==> src/rtl/rx_ltssm_pkg.sv <==
// Shared types for the RX LTSSM substate evaluator: substate codes,
// evaluator FSM states and the per-substate requirement table.
package rx_ltssm_pkg;

    typedef enum logic [3:0] {
        DETECT_QUIET   = 4'd0,
        DETECT_ACTIVE  = 4'd1,
        POLLING_ACTIVE = 4'd2,
        POLLING_CONFIG = 4'd3,
        CFG_LW_START   = 4'd4,
        CFG_LW_ACCEPT  = 4'd5,
        CFG_LN_WAIT    = 4'd6,
        CFG_LN_ACCEPT  = 4'd7,
        CFG_COMPLETE   = 4'd8,
        CFG_IDLE       = 4'd9,
        L0             = 4'd10
    } substate_e;

    typedef enum logic [1:0] {
        ST_IDLE,
        ST_ARM,
        ST_COUNT,
        ST_DONE
    } state_e;

    localparam int UNITS_W = 6;

    typedef struct packed {
        logic               valid;
        logic [4:0]         os_req;
        logic [UNITS_W-1:0] units;
        logic [3:0]         pass_exit;
        logic [3:0]         fail_exit;
    } sub_cfg_t;

    // Codes without an entry come back invalid, which the FSM turns
    // into an immediate fail towards DETECT_QUIET.
    function automatic sub_cfg_t sub_table(input logic [3:0] code);
        sub_cfg_t c;
        c = '0;
        case (code)
            DETECT_QUIET:
                c = '{1'b1, 5'd0, 6'd12, DETECT_ACTIVE, DETECT_ACTIVE};
            DETECT_ACTIVE:
                c = '{1'b1, 5'd0, 6'd0, POLLING_ACTIVE, DETECT_QUIET};
            POLLING_ACTIVE:
                c = '{1'b1, 5'd8, 6'd24, POLLING_CONFIG, DETECT_QUIET};
            POLLING_CONFIG:
                c = '{1'b1, 5'd8, 6'd48, CFG_LW_START, DETECT_QUIET};
            CFG_LW_START:
                c = '{1'b1, 5'd2, 6'd24, CFG_LW_ACCEPT, DETECT_QUIET};
            CFG_LW_ACCEPT:
                c = '{1'b1, 5'd2, 6'd24, CFG_LN_WAIT, DETECT_QUIET};
            CFG_LN_WAIT:
                c = '{1'b1, 5'd2, 6'd2, CFG_LN_ACCEPT, DETECT_QUIET};
            CFG_LN_ACCEPT:
                c = '{1'b1, 5'd2, 6'd24, CFG_COMPLETE, DETECT_QUIET};
            CFG_COMPLETE:
                c = '{1'b1, 5'd8, 6'd24, CFG_IDLE, DETECT_QUIET};
            CFG_IDLE:
                c = '{1'b1, 5'd8, 6'd2, L0, DETECT_QUIET};
            default:
                c = '0;
        endcase
        return c;
    endfunction

endpackage

==> src/rtl/rx_ltssm_timeout_timer.sv <==
// Substate timeout timer: UNIT_CYCLES prescaler feeding a saturating
// unit counter. Ports: clk, reset, clear_i, enable_i, units_i, expired_o.
module rx_ltssm_timeout_timer
    import rx_ltssm_pkg::*;
#(
    parameter int UNIT_CYCLES = 1000,
    parameter int TIMER_W     = 24
)(
    input  logic               clk,
    input  logic               reset,
    input  logic               clear_i,
    input  logic               enable_i,
    input  logic [UNITS_W-1:0] units_i,
    output logic               expired_o
);

    logic [TIMER_W-1:0] pre_q;
    logic [UNITS_W-1:0] unit_q;
    logic               last_pre;

    assign last_pre = (pre_q == TIMER_W'(UNIT_CYCLES - 1));

    // Asserted during the cycle that completes units_i*UNIT_CYCLES
    // enabled cycles; zero units means no timeout at all.
    assign expired_o = (units_i != '0) &&
                       (({1'b0, unit_q} + {{UNITS_W{1'b0}}, last_pre})
                        >= {1'b0, units_i});

    always_ff @(posedge clk) begin
        if (reset || clear_i) begin
            pre_q  <= '0;
            unit_q <= '0;
        end else if (enable_i) begin
            if (last_pre) begin
                pre_q <= '0;
                if (unit_q != '1) begin
                    unit_q <= unit_q + 1'b1;
                end
            end else begin
                pre_q <= pre_q + 1'b1;
            end
        end
    end

endmodule

==> src/rtl/rx_ltssm_substate_ctrl.sv <==
// RX LTSSM substate evaluator: arms lane checkers, waits for all active
// lanes or timeout, reports pass/fail and next substate.
// Ports: clk/reset, req/substate/num_lanes, os_hit, rx_elec_idle, abort;
// busy, done, pass, exit_to, os_required, os_chk_rst, lane_mask,
// disable_descrambler.
module rx_ltssm_substate_ctrl
    import rx_ltssm_pkg::*;
#(
    parameter int MAXLANES    = 16,
    parameter int UNIT_CYCLES = 1000,
    parameter int TIMER_W     = 24
)(
    input  logic                      clk,
    input  logic                      reset,
    input  logic                      req,
    input  logic [3:0]                substate,
    input  logic [$clog2(MAXLANES):0] num_lanes,
    input  logic [MAXLANES-1:0]       os_hit,
    input  logic                      rx_elec_idle,
    input  logic                      abort,
    output logic                      busy,
    output logic                      done,
    output logic                      pass,
    output logic [3:0]                exit_to,
    output logic [4:0]                os_required,
    output logic [MAXLANES-1:0]       os_chk_rst,
    output logic [MAXLANES-1:0]       lane_mask,
    output logic                      disable_descrambler
);

    localparam int LW = $clog2(MAXLANES) + 1;

    state_e              state_q, state_d;
    logic [3:0]          sub_q, sub_d;
    logic [MAXLANES-1:0] mask_q, mask_d;
    sub_cfg_t            cfg_q, cfg_d;
    logic                pass_q, pass_d;
    logic [3:0]          exit_q, exit_d;

    logic [MAXLANES-1:0] mask_calc;
    logic                tmr_clr;
    logic                tmr_en;
    logic                expired;
    logic                ok;

    // Thermometer mask; out-of-range counts give no lanes.
    always_comb begin
        mask_calc = '0;
        for (int i = 0; i < MAXLANES; i++) begin
            mask_calc[i] = (num_lanes <= LW'(MAXLANES)) &&
                           (LW'(i) < num_lanes);
        end
    end

    always_comb begin
        ok = 1'b0;
        if (sub_q == DETECT_QUIET) begin
            ok = !rx_elec_idle;
        end else if (cfg_q.os_req == '0) begin
            ok = 1'b1;
        end else begin
            ok = (mask_q != '0) && ((os_hit & mask_q) == mask_q);
        end
    end

    always_comb begin
        state_d = state_q;
        sub_d   = sub_q;
        mask_d  = mask_q;
        cfg_d   = cfg_q;
        pass_d  = pass_q;
        exit_d  = exit_q;
        tmr_clr = 1'b0;
        tmr_en  = 1'b0;
        unique case (state_q)
            ST_IDLE: begin
                if (req) begin
                    sub_d   = substate;
                    mask_d  = mask_calc;
                    cfg_d   = sub_table(substate);
                    state_d = ST_ARM;
                end
            end
            ST_ARM: begin
                tmr_clr = 1'b1;
                state_d = ST_COUNT;
            end
            ST_COUNT: begin
                tmr_en = 1'b1;
                if (abort) begin
                    state_d = ST_IDLE;
                end else if (!cfg_q.valid || expired) begin
                    pass_d  = 1'b0;
                    exit_d  = cfg_q.fail_exit;
                    state_d = ST_DONE;
                end else if (ok) begin
                    pass_d  = 1'b1;
                    exit_d  = cfg_q.pass_exit;
                    state_d = ST_DONE;
                end
            end
            ST_DONE: begin
                state_d = ST_IDLE;
            end
        endcase
    end

    always_ff @(posedge clk) begin
        if (reset) begin
            state_q <= ST_IDLE;
            sub_q   <= '0;
            mask_q  <= '0;
            cfg_q   <= '0;
            pass_q  <= 1'b0;
            exit_q  <= '0;
        end else begin
            state_q <= state_d;
            sub_q   <= sub_d;
            mask_q  <= mask_d;
            cfg_q   <= cfg_d;
            pass_q  <= pass_d;
            exit_q  <= exit_d;
        end
    end

    rx_ltssm_timeout_timer #(
        .UNIT_CYCLES (UNIT_CYCLES),
        .TIMER_W     (TIMER_W)
    ) u_timer (
        .clk       (clk),
        .reset     (reset),
        .clear_i   (tmr_clr),
        .enable_i  (tmr_en),
        .units_i   (cfg_q.units),
        .expired_o (expired)
    );

    assign busy        = (state_q != ST_IDLE);
    assign done        = (state_q == ST_DONE);
    assign pass        = pass_q;
    assign exit_to     = exit_q;
    assign os_required = cfg_q.os_req;
    assign lane_mask   = mask_q;
    // Unused lanes stay in reset while counting.
    assign os_chk_rst  = (state_q == ST_COUNT) ? ~mask_q : '1;
    assign disable_descrambler = busy && (sub_q < 4'd4);

endmodule

==> config.mk <==
export PLATFORM = sky130hd
export DESIGN_NAME = rx_ltssm_substate_ctrl
export DESIGN_NICKNAME = d
export VERILOG_FILES = /design/src/rtl/rx_ltssm_pkg.sv /design/src/rtl/rx_ltssm_timeout_timer.sv /design/src/rtl/rx_ltssm_substate_ctrl.sv
export SDC_FILE = /design/constraint.sdc
export NUM_CORES = 1
export LEC_CHECK = 0
export CORE_MARGIN = 4
export CORE_UTILIZATION = 52
export DETAILED_ROUTE_END_ITERATION = 6
export PLACE_DENSITY = 0.78
export SLEW_MARGIN = 30
export SYNTH_ARGS = -nofsm -noshare
export SYNTH_HDL_FRONTEND = slang
export SYNTH_SLANG_ARGS = --single-unit
==> constraint.sdc <==
create_clock -name clk -period 4 [get_ports clk]
set_clock_uncertainty 0.05 [all_clocks]
set_input_delay 0.4 -clock clk [delete_from_list [all_inputs] [get_ports clk]]
set_output_delay 0.4 -clock clk [all_outputs]
set_load 0.005 [all_outputs]
## Word-level counts from Yosys, hierarchy flattened

Memories as Yosys holds them, arrays and structs flattened. A register that Yosys moved wholly into a read port is not among the register bits.
Cells that the tools add are included.

- Div/mod/pow operators: 0
- Equal/unequal tests: 8
- Add/sub/neg operators: 3
- Bitwise operators: 3
- Multiplexer cells: 15
- Reduce and logical (&&, ||, !) cells: 34
- $mul: 0
- Magnitude comparators: 19
- Shift-type cells: 0

Operators with widths:

| kind | number |
|---|---|
| 4-bit by 5-bit less-than comparator with 1-bit output (first input constant) | 8 |
| 24-bit by 1-bit adder with 24-bit output (second input constant) | 1 |
| 24-bit by 10-bit equality test with 1-bit output (second input constant) | 1 |
| 24-bit 2-to-1 mux | 1 |
| 3-bit by 5-bit less-than comparator with 1-bit output (first input constant) | 4 |
| 1-bit logical AND | 19 |
| 16-bit AND | 1 |
| 16-bit equality test | 1 |
| 16-bit 2-to-1 mux | 1 |
| 16-bit NOT | 1 |
| 16-bit nonzero test | 1 |
| 1-bit by 5-bit less-than comparator with 1-bit output (first input constant) | 2 |
| 2-bit by 5-bit less-than comparator with 1-bit output (first input constant) | 2 |
| 2-bit 2-to-1 mux | 4 |
| 4-bit 2-to-1 mux | 2 |
| 2-bit one-hot mux with 4 select lines | 1 |
| 6-bit by 1-bit adder with 7-bit output | 1 |
| 7-bit by 6-bit >= comparator with 1-bit output | 1 |
| 6-bit by 1-bit adder with 6-bit output (second input constant) | 1 |
| 1-bit 2-to-1 mux | 6 |
| 6-bit inequality test (second input constant) | 1 |
| 3-bit AND reduction | 2 |
| 6-bit nonzero test | 1 |
| 5-bit <= comparator (second input constant) | 1 |
| other kinds (13) | 18 |

- Flip-flop bits (word level): 72
- Memories: 1
- Bits in latches: 0
- Memory bits (writable): 0
- Word-level logic and storage cells: 93
- ROM bits: 208

Memory list:

| name | depth | width | read ports | clocked after memory_dff | write ports | RTL line | RTL |
|---|---|---|---|---|---|---|---|
| (name not given) | 16 | 13 | 1 | 1 | 0 | rx_ltssm_pkg.sv:41 | `case (code)` |

## Logic depth before layout (Yosys ltp)

Gate-level depths: netlist of the first run.

- Depth in word-level cells: 9
- Depth in mapped cells: 15
- Gate-level depth less buffers: 15

## Hierarchy

A second synthesis of the first run with hierarchy kept.

- Cell total of the unflattened synthesis: 491
- Area, all modules: 3,876.2 µm²

Modules (own cells, without submodules):

| module | instances | seq. area each (µm²) | area an instance (µm²) | cells each |
|---|---|---|---|---|
| rx_ltssm_substate_ctrl | 1 | 780.7 | 2,092.0 | 275 |
| rx_ltssm_timeout_timer | 1 | 600.6 | 1,784.2 | 216 |

## Worst setup path after synthesis of the first run

Ideal clock, no wire load.

- Path type: reg-to-reg
- From: register u_timer.pre_q[0]
- To: register pass_q (netlist: pass)
- Arrival: 3.484 ns
- Setup time: 0.121 ns
- Stages on the path, launching flop included: 16
- Data required time: 3.829 ns
- Path slack: 0.346 ns
- Cell sequence: dfxtp_1 -> ha_1 -> nand4_1 -> nand4bb_1 -> nor4_1 -> ha_1 -> ha_1 -> nand3_1 -> xnor2_1 -> ha_1 -> a21o_1 -> a221oi_1 -> a21oi_1 -> nand2b_1 -> o21ai_2 -> mux2_2

- Word-level cells in the longest chain between the ends: 7
- Elaborated cells on any way between the ends: 8
- Classes of those cells: add/sub (1); order compare (1); eq/ne (1); mux (1); reduce/logical (4)

Ends and longest elaborated chain:

| element | RTL line | RTL |
|---|---|---|
| start: declaration | rx_ltssm_timeout_timer.sv:17 | `logic [TIMER_W-1:0] pre_q;` |
| start signal: assignment | rx_ltssm_timeout_timer.sv:40 | `pre_q <= pre_q + 1'b1;` |
| 24-bit by 10-bit equality test with 1-bit output (*) | rx_ltssm_timeout_timer.sv:21 | `assign last_pre = (pre_q == TIMER_W'(UNIT_CYCLES - 1));` |
| 6-bit by 1-bit adder with 7-bit output (*) | rx_ltssm_timeout_timer.sv:26 | `(({1'b0, unit_q} + {{UNITS_W{1'b0}}, last_pre})` |
| 7-bit by 6-bit >= comparator with 1-bit output (*) | rx_ltssm_timeout_timer.sv:27 | `>= {1'b0, units_i});` |
| 1-bit logical AND (*) | rx_ltssm_timeout_timer.sv:25 | `assign expired_o = (units_i != '0) &&` |
| 1-bit logical OR (*) | rx_ltssm_substate_ctrl.sv:92 | `end else if (!cfg_q.valid \|\| expired) begin` |
| 2-bit nonzero test (no source line) | -- |  |
| 3-bit AND reduction (no source line) | -- |  |
| end signal: assignment | rx_ltssm_substate_ctrl.sv:121 | `pass_q <= pass_d;` |
| end: declaration | rx_ltssm_substate_ctrl.sv:37 | `logic pass_q, pass_d;` |

Mark *: on every way between the ends. The rest lies on a longest branch, timed or not.
A chain may end at the register's enable or synchronous reset.

## Worst setup path after layout of the first run

Same ends and word-level chain as after synthesis.

==> summary.md, run 1 <==
| Metric | Value |
|---|---|
| Status | `completed` |
| Proportion of layout cells with a drive suffix above 1 | `0.0734` |
| Area delta synth->final | `27.3%` |
| Worst slack at placement | `0.117 ns` |
| Fill cells | `582` |
| Worst hold slack | `between 0.4 and 0.5 ns` |
| Placer congestion estimate | `0.824` |
| CP Launch Type | `register` |
| ANT cells | `0` |
| Post-DP HPWL | `6.71 mm` |
| Core Rows | `30` |
| Num CTS Buffers | `9` |
| Core Area | `6870 um^2` |
| Bufs on Longest Clock Path | `2` |
| Die W | `92.3 um` |
| Io pins | `75` |
| Max-Slew Margin vs Limit | `0.419` |
| Final setup margin | `0.239 ns` |
| Worst IR drop on VDD | `0.000205 V` |
| Setup TNS | `0 ns` |
| Clock-pin slew on the worst setup and hold paths | `0.08 ns` |
| Starting Density | `0.538` |
| Sink Count | `a little under 70` |
| Fmax | `0.266 GHz` |
| Via count | `3376` |
| Synth Area in Compound Gates | `0.127` |
| Final WL | `approximately 9.3 mm` |
| Final period util | `0.940` |
| Final Critical Period | `3.76 ns` |
| Total global-route track usage | `0.221` |
| Nets | `between 500 and 600` |
| Xor-xnor portion of the synthesized cell area | `0.0640` |
| Root Buffer | `clkbuf_8` |
| Die Y | `92.3 um` |
| Vias in the first global route | `roughly 3.3k` |
| Via/cell ratio | `5.38` |
| Async set or reset register ratio after synthesis | `0` |
| Die ar. | `between 8000 and 9000 um^2` |
| Post-CTS sizing | `0` |
| Cell accounting for the most synthesized area | `dfxtp_1` |
| Post-synth EDFFs | `0` |
| Synth top cells by count | `69 x dfxtp_1, 66 x nor2_1, 52 x nand2_1, 25 x inv_1, 22 x a21oi_1` |
| Final Hold Viols | `0` |
| Post-synthesis sequential area ratio | `0.374` |
| Crit-path max FO | `4` |
| I/O Buffers | `71` |
| Area of the multi-input gates | `2130 um^2` |
| First-pass GRT wire length | `15.2 mm` |
| Slew Viols, Final | `0` |
| Clk Latency, worst-skew pair | `around 0.34 ns` |
| Worst EP arrival | `3.94 ns` |
| Largest net degree at the start of global routing | `42` |
| Post-route DRC | `0` |
| Iteration count of the initial detailed-routing pass | `5` |
| GR Overflow Total | `0` |
| Synth unique cells | `51` |
| Top post-synthesis cells by area | `dfxtp_1 37%, nor2_1 6.7%, nand2_1 5.3%` |
| Leakage | `1.71 nW` |
| Antenna Nets Post-Route | `0` |
| Adder-Cell Fraction of Synth Area | `0.0474` |
| Routed wire per std cell | `14.8 um` |
| Primary FF master, synth | `dfxtp_1` |
| Synth Cell Area | `~3700 um^2` |
| Largest family of logic cells by synthesized area | `simple AND/OR/NAND/NOR gates` |
| Crit end category | `register` |
| Syn Inst Count | `about 460` |
| CP Class | `register to register` |
| Mean post-synth cell area | `7.97 um^2` |
| Tightest Hold Check Type | `register to register` |
| Mux contribution to synthesized area | `0.0223` |
| Top-area cell type share of the netlist area | `0.374` |
| Post-CTS Setup Inserts | `0` |
| Initial antenna violation count | `0` |
| Total power | `1.58 mW` |
| Worst-margin pin slew | `0.871 ns` |
| Seq. cell area | `1380 um^2` |
| # Max-Cap Violations | `0` |
| TritonCTS clock tree | `built` |
| #FFs+latches synth | `69` |
| Ys Warns | `0` |
| Final setup viols | `0` |
| H-tree Lvls | `3` |
| Simple-Gate Fraction of Synth Area | `0.303` |
| Worst Path Required | `~4.2 ns` |
| P per Cell Area | `336 nW/um^2` |
| CTS Hold Buffers Added | `0` |
| Drt initial violations | `about 160` |
| Count leader, synth | `dfxtp_1` |
## stage by stage
stage | instance area (um^2) | std cells | utilization
floorplan | 3700 | 466 | -
global placement | 4450 | 611 | 0.647
detailed placement | 4450 | 611 | 0.647
CTS | 4670 | 627 | 0.679
global route | 4710 | 627 | 0.685
finish | 4710 | 627 | 0.685
## metal layers
metal | track usage | part of all wire | vias to the layer above
met2 | 0.373 | 0.51 | 63
li1 | - | - | 1717
met3 | 0.0520 | 0.036 | 9
met1 | 0.278 | 0.45 | 1587
met5 | 0 | 0 | -
met4 | 0.0681 | 0.0089 | 0
## state kept, by name, indices dropped and copies added, names as in the netlist
| name | flops |
|---|---|
| u_timer.unit_q | 6 |
| u_timer.pre_q | 24 |
| os_required | 2 |
| exit_to | 4 |
| state_q | 2 |
| sub_q | 4 |
| lane_mask | 16 |
| cfg_q | 10 |
| pass | 1 |
## path summary, 6_finish.rpt
check,endpoint,from,slack (ns),cells after the start
worst max-delay path,pass,u_timer.pre_q[0],0.24,15
worst min-delay path,exit_to[3],cfg_q[7],0.42,2
worst max register to register,pass,u_timer.pre_q[0],0.24,15
worst min register to register,exit_to[3],cfg_q[7],0.42,2
## cells by family after synthesis
group           after synthesis
simple gates                220
compound gates               72
flops                        69
buf+inv                      53
xor+xnor                     27
fa+ha+maj                    14
mux                           8
other cells                   1
## report_power, final
part	leakage, nW	switching (mW)	internal, mW
sequential	0.563	0.0317	0.714
combinational	1.04	0.118	0.116
clock	0.109	0.263	0.341
## critical path: stages, from the launching register on
cell	delay (ns)
dfxtp_2	0.37
ha_1	0.19
nand4_1	0.15
nand4bb_4	0.28
nor4_2	0.30
ha_2	0.24
ha_2	0.21
nand3_1	0.10
xnor2_1	0.15
ha_1	0.30
a21o_1	0.18
a221oi_2	0.29
a21oi_1	0.12
nand2b_1	0.20
o21ai_2	0.17
mux2_2	0.34
## placed cells by master (no fill, tap or decap), types with 13 or more instances in the layout
cell type	n
nand2_1	52
xnor2_1	14
nor2_1	66
clkdlybuf4s50_1	71
dfxtp_1	67
nand2b_1	18
a21oi_1	22
o21ai_0	14
xor2_1	13
inv_1	25
## area by class of cell
cell class | instances | area share
Clock buffer | 12 | 0.0351
Sequential cell | 69 | 0.294
Multi-Input combinational cell | 344 | 0.453
Tap cell | 96 | 0.0255
Timing Repair Buffer | 77 | 0.161
Inverter | 25 | 0.0199
Clock inverter | 4 | 0.0117
(Power assumes the default switching activity.)
==> inputs of run 2 (changes only) <==
--- a/config.mk
+++ b/config.mk
@@ -7,6 +7,7 @@
 export LEC_CHECK = 0
 export CORE_MARGIN = 4
 export CORE_UTILIZATION = 52
+export CTS_CLUSTER_SIZE = 14
 export DETAILED_ROUTE_END_ITERATION = 6
 export PLACE_DENSITY = 0.78
 export SLEW_MARGIN = 30
==> results of run 2 <==
No change in the layout: final DEF, timing and power equal those of run 1.
==> inputs of run 3 (changes only) <==
--- a/config.mk
+++ b/config.mk
@@ -5,11 +5,13 @@
 export SDC_FILE = /design/constraint.sdc
 export NUM_CORES = 1
 export LEC_CHECK = 0
+export CELL_PAD_IN_SITES_DETAIL_PLACEMENT = 1
+export CELL_PAD_IN_SITES_GLOBAL_PLACEMENT = 1
 export CORE_MARGIN = 4
-export CORE_UTILIZATION = 52
+export CORE_UTILIZATION = 38
 export CTS_CLUSTER_SIZE = 14
 export DETAILED_ROUTE_END_ITERATION = 6
-export PLACE_DENSITY = 0.78
+export PLACE_DENSITY = 0.77
 export SLEW_MARGIN = 30
 export SYNTH_ARGS = -nofsm -noshare
 export SYNTH_HDL_FRONTEND = slang
==> run 3 against run 2 <==
Total power increased by 8.1%. Non-clock buffer count is the same. Sequential share of layout area fell by 0.57 points. First-iteration DRC count shrank 19%. Global-route usage down 2.4 points. Combinational power increased by 3%. Cell area increased by 1.9%. Register-to-register slack hardly changed. Critical endpoint unchanged. Fmax up 0.10%. Flip-flop and latch count did not move. Wire length increased by 18%. Worst hold slack worse by 0.0096 ns.
==> summary.md, run 3 (same netlist as run 1, synthesis figures left out) <==
| Metric | Value |
|---|---|
| First-pass GRT wire length | `17.9 mm (+18%)` |
| Initial antenna violation count | `0 (unchanged)` |
| P per Cell Area | `357 nW/um^2 (+6.1%)` |
| Antenna Nets Post-Route | `0 (unchanged)` |
| Post-DP HPWL | `8.12 mm (+21%)` |
| Num CTS Buffers | `9 (unchanged)` |
| Worst-margin pin slew | `0.902 ns (+0.0305 ns)` |
| CP Launch Type | `register` |
| Fin area | `4800 um^2 (+1.9%)` |
| Setup TNS | `0 ns (unchanged)` |
| Placed Cells incl. Taps | `644 (+5.4%)` |
| Final period util | `0.939 (-0.000977)` |
| Final setup viols | `0 (unchanged)` |
| Placer congestion estimate | `0.836 (+1.4%)` |
| Final core occ | `0.512 (-0.174)` |
| Sink Count | `69 (unchanged)` |
| Switch Pwr | `0.431 mW (+4.6%)` |
| TritonCTS clock tree | `built` |
| Final setup margin | `0.243 ns (+0.00391 ns)` |
| CP Class | `register to register` |
| Slew Viols, Final | `0 (unchanged)` |
| Final WL | `10.9 mm (+18%)` |
| Via count | `3480 (+3.1%)` |
| Iteration count of the initial detailed-routing pass | `4 (-1)` |
| Placed Instance Area | `4490 um^2 (+0.93%)` |
| Drt initial violations | `133 (-19%)` |
| Io pins | `75 (unchanged)` |
| Die ar. | `11400 um^2 (+33%)` |
| Post-CTS Setup Inserts | `0 (unchanged)` |
| Clock-pin slew on the worst setup and hold paths | `0.08 ns (about the same)` |
| H-tree Lvls | `3 (unchanged)` |
| Worst slack at placement | `0.0545 ns (-0.0621 ns)` |
| Int Pwr | `1.28 mW (+9.3%)` |
| Most frequent cells in the layout | `71 x clkdlybuf4s50_1, 68 x dfxtp_1, 66 x nor2_1` |
| Die Y | `107 um (+16%)` |
| Tightest Hold Check Type | `register to register` |
| Via/cell ratio | `5.27 (-2.1%)` |
| Final Critical Period | `3.76 ns (-0.00391 ns)` |
| Vias in the first global route | `3509 (+6.8%)` |
| Max reg flops | `24 (unchanged)` |
| Leakage | `1.73 nW (+1.1%)` |
| Max-Slew Margin vs Limit | `0.399 (-0.0203)` |
| Flop pwr share | `0.437 (-0.034)` |
| Core Rows | `35 (+17%)` |
| Largest net degree at the start of global routing | `42 (unchanged)` |
| Final Hold Viols | `0 (unchanged)` |
| CTS Hold Buffers Added | `0 (unchanged)` |
| Total global-route track usage | `0.196 (-0.0243)` |
| Die W | `107 um (+16%)` |
| Logic gate share of total power | `0.140 (-0.007)` |
| Starting Density | `0.395 (-0.144)` |
| Worst Path Required | `4.20 ns (+0.02 ns)` |
| Nets | `570 (unchanged)` |
| I/O Buffers | `71 (unchanged)` |
| Fmax | `0.266 GHz (+0.10%)` |
| Post-CTS sizing | `0 (unchanged)` |
| Clk pwr share | `0.423 (+0.041)` |
| Area delta synth->final | `29.7%` |
| Net Sw Frac | `0.252 (-0.00830)` |
| Routed wire per std cell | `16.5 um (+12%)` |
| R2R setup slack | `0.24 ns (about the same)` |
| Worst IR drop on VDD | `0.000199 V (-2.9%)` |
| # Max-Cap Violations | `0 (unchanged)` |
| Clk Latency, worst-skew pair | `0.35 ns (about the same)` |
| Crit-path max FO | `4 (unchanged)` |
| Root Buffer | `clkbuf_8` |
| Post-Layout Cell Count | `660 (+5.3%)` |
| Top reg by flops | `u_timer.pre_q` |
| ANT cells | `0 (unchanged)` |
| Core Area | `9370 um^2 (+36%)` |
| Bufs on Longest Clock Path | `2 (unchanged)` |
| Proportion of layout cells with a drive suffix above 1 | `0.0734 (unchanged)` |
| Worst EP arrival | `3.95 ns (about the same)` |
| Post-route DRC | `0 (unchanged)` |
| Commonest non-fill, non-tap cell in the layout | `clkdlybuf4s50_1` |
| Crit end category | `register` |
| Status | `completed` |
| GR Overflow Total | `0 (unchanged)` |
run 3: changes by cell type in the layout (fill, tap and decap cells not counted):
cell       change
dfxtp_2        -1
clkbuf_8       -1
nand2b_1       -1
nand2b_2       +1
bufinv_16      +2
nor4_2         -1
nor4_4         +1
dfxtp_1        +1
clkinv_4       -1
run 3: through the flow:
step	power, mW	hold slack [ns]
after floorplan	0.885	0.385
after global placement	0.996	0.399
after detailed placement	1.00	0.411
after CTS	1.73	0.415
after global routing	1.78	0.441
final	1.71	0.412
run 3: power groups by stage:
stage | Sequential (mW) | Clock, mW | Combinational (mW)
2_1_floorplan | 0.751 | 0 | 0.133
5_1_grt | 0.752 | 0.765 | 0.266
4_1_cts | 0.747 | 0.744 | 0.242
3_3_place_gp | 0.762 | 0 | 0.234
6_report | 0.747 | 0.723 | 0.240
3_5_place_dp | 0.763 | 0 | 0.240
run 3: cell type report:
class                      instances  area, um^2
fill                            1132        4570
multi-input combinational        344        2150
sequential                        69        1380
timing repair buffer              77         756
tap                              129         161
clock buffer                      11         151
clock inverter                     5         106
inverter                          25        93.8
run 3: worst max-delay path: stages (launching register included):
cell and delay [ns]:
dfxtp_1 0.36, or4_1 0.60, nor4_4 0.29, ha_2 0.24, ha_2 0.21, nand3_1 0.11
xnor2_1 0.16, ha_1 0.30, a21o_1 0.18, a221oi_2 0.31, a21oi_1 0.12, nand2b_1 0.21
o21ai_2 0.17, mux2_2 0.34
run 3: metal layers:
metal / wire length [um] / global-route usage
met5: 0 / 0
met4: 147 / 0.0539
met3: 373 / 0.0446
met2: 5740 / 0.352
met1: 4650 / 0.236
run 3: path summary, 6_finish.rpt:
path                                        from  cells past startpoint         end
worst min register to register          cfg_q[5]                      2  exit_to[1]
worst min-delay path                    cfg_q[5]                      2  exit_to[1]
worst max register to register  u_timer.pre_q[3]                     13        pass
worst max-delay path            u_timer.pre_q[3]                     13        pass
